`config.mk`:
```
export PLATFORM = sky130hd
export DESIGN_NAME = program_counter
export DESIGN_NICKNAME = d
export VERILOG_FILES = /design/src/rtl/riscv_pkg.sv /design/src/rtl/program_counter.sv
export SDC_FILE = /design/constraint.sdc
export NUM_CORES = 1
export LEC_CHECK = 0
export CAP_MARGIN = 20
export CORE_MARGIN = 4
export CORE_UTILIZATION = 31
export CTS_CLUSTER_DIAMETER = 30
export DETAILED_ROUTE_END_ITERATION = 6
export GPL_TIMING_DRIVEN = 0
export HOLD_SLACK_MARGIN = 0.1
export PLACE_DENSITY = 0.77
export SYNTH_ARGS = -nofsm -noshare
export SYNTH_HDL_FRONTEND = slang
export SYNTH_SLANG_ARGS = --single-unit
```
`constraint.sdc`:
```
create_clock -name clk -period 1 [get_ports clk]
set_input_delay 0.1 -clock clk [delete_from_list [all_inputs] [get_ports clk]]
set_output_delay 0.1 -clock clk [all_outputs]
set_load 0.005 [all_outputs]
```
`src/rtl/riscv_pkg.sv`:
```
`default_nettype none
// ============================================================================
//  Module   : riscv_pkg
//  Purpose  : Shared constants for the single-cycle RISC-V core. The adder,
//             next-PC mux, instruction memory and program counter all size
//             themselves from these values so the core agrees on one address
//             width and one reset vector.
//  Contents : XLEN         - architectural register/address width
//             RESET_VECTOR - address the core fetches from out of reset
//             addr_t       - XLEN-wide address type
//  Revision : 1.0 - initial release
// ============================================================================
package riscv_pkg;

  localparam int unsigned XLEN = 32;

  localparam logic [XLEN-1:0] RESET_VECTOR = 32'h0000_0000;

  typedef logic [XLEN-1:0] addr_t;

endpackage : riscv_pkg
`default_nettype wire

```
`src/rtl/program_counter.sv`:
```
`default_nettype none
// ============================================================================
//  Module   : program_counter
//  Purpose  : Architectural PC register. Loads pc_next on every rising clock
//             edge (no enable, no stall) and returns to RESET_VECTOR the
//             instant reset rises, independent of the clock.
//  Ports    : clk     - in , 1     : rising-edge clock
//             reset   - in , 1     : asynchronous active-high reset
//             pc_next - in , WIDTH : next PC from the next-PC mux, taken verbatim
//             address - out, WIDTH : current PC, drives instruction memory
//  Revision : 1.0 - initial release
// ============================================================================
module program_counter #(
  parameter int unsigned      WIDTH        = riscv_pkg::XLEN,
  parameter logic [WIDTH-1:0] RESET_VECTOR = WIDTH'(riscv_pkg::RESET_VECTOR)
) (
  input  logic             clk,
  input  logic             reset,
  input  logic [WIDTH-1:0] pc_next,
  output logic [WIDTH-1:0] address
);

  logic [WIDTH-1:0] r_address;

  // pc_next is loaded exactly as presented: no alignment masking, no
  // increment and no wrap handling, so 0xFFFF_FFFC -> 0 is just a load of 0.
  always_ff @(posedge clk or posedge reset) begin
    if (reset) begin
      r_address <= RESET_VECTOR;
    end else begin
      r_address <= pc_next;
    end
  end

  // Register output only; nothing combinational from pc_next reaches address.
  assign address = r_address;

  // Misaligned fetch targets point at a bug upstream in the next-PC logic.
  // This only warns; the value is still loaded unchanged.
  always_ff @(posedge clk) begin
    if (!reset) begin
      assert (pc_next[1:0] == 2'b00)
        else $warning("program_counter: misaligned pc_next 0x%h", pc_next);
    end
  end

endmodule : program_counter
`default_nettype wire

```
Word-level counts from Yosys, hierarchy flattened
Cells that the tools add are included.
{"block": "op_classes", "shift": 0, "div_mod_pow": 0, "mul": 0, "n_mux": 0, "n_reduce_logical": 0, "add_sub_neg": 0, "magnitude_cmp": 0, "eq_ne": 0, "n_bitwise": 0}
{"block": "word_totals", "rom_bits": 0, "n_memories": 0, "input_bits": 34, "register_bits": 32, "mem_bits_rw": 0, "out_inout_bits": 32, "latchBits": 0, "elab_cells": 1}

Logic depth before layout (Yosys ltp)
{"block": "depth", "depth_word": 0, "depth_mapped": 1, "mapped_depth_nobuf": 1}

Worst setup path after synthesis
Ideal clock, no wire load.
{"block": "synth_timing", "kind": "reg2out", "from": "reg r_address[0], in the netlist address[0]", "to": "out address[0]", "path_stages_with_launch": 1, "path_buffers": 0, "path_slack_ns": 0.551, "required_ns": 0.900, "arrival_ns": 0.349, "cell_sequence": "dfrtp_1"}
{"item": "from (decl)", "line_no": "program_counter.sv:23", "rtl": "logic [WIDTH-1:0] r_address;"}
{"item": "from (signal assigned)", "line_no": "program_counter.sv:31", "rtl": "r_address <= pc_next;"}
{"item": "to (decl)", "line_no": "program_counter.sv:20", "rtl": "output logic [WIDTH-1:0] address"}
No word-level cell between the ends.

Worst setup path after layout
{"block": "layout_timing", "from": "reg r_address[3], in the netlist address[3]", "to": "out address[3]"}
No word-level cell between the ends.

==> impl_metrics.ini <==
[critical_path]
crit_buf_inv = 1
crit_type = reg -> out
path_cells = buf_2
worstPathRequired_ns = 0.90
worstSetupEndpointType = primary output
crit_path_start = address[3]
worstPathMaxFanout = 1
start_kind = flop
crit_arrival_ns = 0.81
crit_end = address[3]
slowest_delay_ns = 0.38
crit_cells = 1
critical_path.top_delay_family = flip-flops
critPathSlowestCell = dfrtp_1

[power_and_ir_drop]
total_power_uw = 2379
swShare_pct = 19.31
internal_power_uw = 1920
power.density_mw_per_mm2 = 1670
max-vdd-ir-drop_mv = 1.094
leakage_uw = 0.0006846
power_switching_uw = 459.4
clkPwrFrac_pct = 32.3
p_comb_share_pct = 10.1
p_seq_share_pct = 57.7

[finish]
nets = 140
drive_above_1_share_pct = 37.74
diodes = 0
area_growth_pct = 77.14
nMultiInputCombCells = 0
multi_input_area_um2 = 0
largest_reg_flops = 32
final_area_mm2 = 0.001425

[routing]
remaining_drc_errors = 0
drt_wl_total_um = 1791
drt_iter0_markers = 18
first_pass_iters = 2
viasPerCell = 4.044
wl_per_cell_um = 13.17
final_antenna_net_count = 0
vias = 550

[global_routing]
grt_overflow = 0
first_global_vias = 638
grt_pass1_wl_um = 2835
antenna_found_initial = 0
grt_start_max_net_pins = 18
grtUsageTotal_pct = 11.96

[yosys]
synth_top_cell_area_share_pct = 99.53
synthSimpleGateAreaFrac_pct = 0
synth_edf_count = 0
synth_fa_ha_area_share_pct = 0
synth_area_leaders = dfrtp_1, inv_1
seq_area_frac_synth_pct = 99.53
synthMuxAreaShare_pct = 0
synth_ff_type = dfrtp_1
synth_nets = 67
netlist_area_um2 = 804.5
synth_compound_area_share_pct = 0
yosysMostFrequentCell = dfrtp_1
synth_common_cells = dfrtp_1, inv_1
syn_area_per_cell_um2 = 24.38
synth-xor-area-share_pct = 0
ys_async_sr_fraction_pct = 100.0
synth_top_family_by_area = buffers and inverters
synth_top_area_cell = dfrtp_1
ys_types = 2
yosysWarnings = 0
ys_ff_latch = 32
synth_cells = 33

[clock_tree]
cts_root_buf = clkbuf_4
htree_levels = 2
cts_tree = yes
numCtsBuffers = 5
path_clk_slew_ns = 0.09
holdBufCountCts = 0
cts.sinks = 32
cts.path.max_buffers = 2
cts_setup_buffers = 0

[die]
rows = 18
start_util_pct = 32.47
pin_count = 66
die_w_um = 58.95
design.core.area_mm2 = 0.002477
die_area_mm2 = 0.003475
dieHeight_um = 58.95

[placement]
dp_hpwl_um = 1443
place_ws_ns = -0.07705
placedInstanceArea_mm2 = 0.001520
numPortBuffers = 65
gp_congestion = 0.6639

[sta]
final.setup.worst_slack_ns = 0.08788
worst_pin_slew_ns = 0.6448
setup-violations-final = 0
final_hold_viol_count = 0
slew_viol_final = 0
whs_ns = 0.1836
relSlewSlack_pct = 56.97
fmax_mhz = 1096
min_period_ns = 0.9121
fin_crit_sh_pct = 91.21
grt_setup_unrepaired = false

[job]
cap_viol_max_count = 0

[status]
outcome = complete, no violations

[hold_path]
hp-class = in -> async
[power by group through the flow]
stage	combinational, uW	clock, uW	sequential (uW)
global route	263	881	1380
global placement	292	0	1400
CTS	255	817	1370
detailed placement	312	0	1400
floorplan	19.1	0	1410
finish	240	768	1370
[area by class of cell]
| class | instances | area, um2 |
|---|---|---|
| timing repair buffer | 66 | 518.0 |
| sequential | 32 | 800.8 |
| clock buffer | 7 | 65.06 |
| fill | 219 | 1052 |
| tap | 30 | 37.54 |
| inverter | 1 | 3.754 |
[through the flow]
step / util, % / setup TNS (ns) / instances
after global placement: 60.25 / -14.06 / 128
after floorplan: - / 0 / 33
final: 57.53 / 0 / 136
after detailed placement: 61.36 / -1.337 / 129
after global routing: 57.53 / 0 / 136
after CTS: 58.74 / 0 / 136
[worst min-delay path by stage]
stage | startpoint | to | slack (ns) | depth (start not counted)
2_1_floorplan | pc_next[0] | address[0] | 0.13 | 0
3_3_place_gp | pc_next[21] | address[21] | 0.55 | 1
3_5_place_dp | reset | address[28] | 0.55 | 2
4_1_cts | reset | address[16] | 0.19 | 2
5_1_grt | pc_next[31] | address[31] | 0.18 | 1
6_report | reset | address[16] | 0.18 | 2
[logic make-up (layout without fill, tap and decap cells)]
family   after synthesis  in the layout
buf+inv                1             74
flops                 32             32
[layer usage]
metal	vias up	global-route usage, %	share of wire [%]	wire length (um)
met1	256	10.78	32	578
met5	-	0	0	0
met4	0	6.796	2.4	43
li1	245	-	-	-
met3	6	8.772	15	269
met2	43	19.24	50	899
[cell usage in the layout, fill, tap and decap left out]
cell type,count
clkdlybuf4s50_1,33
dfrtp_1,32
buf_2,26
clkbuf_2,6
clkbuf_4,5
clkbuf_8,2
inv_1,1
buf_16,1
[timing repair]
action / CTS / global route
hold endpoints to repair: 0 / 0
setup endpoints to repair: 32 / 6
gates resized for setup: 116 / 6
(Power assumes the default switching activity.)
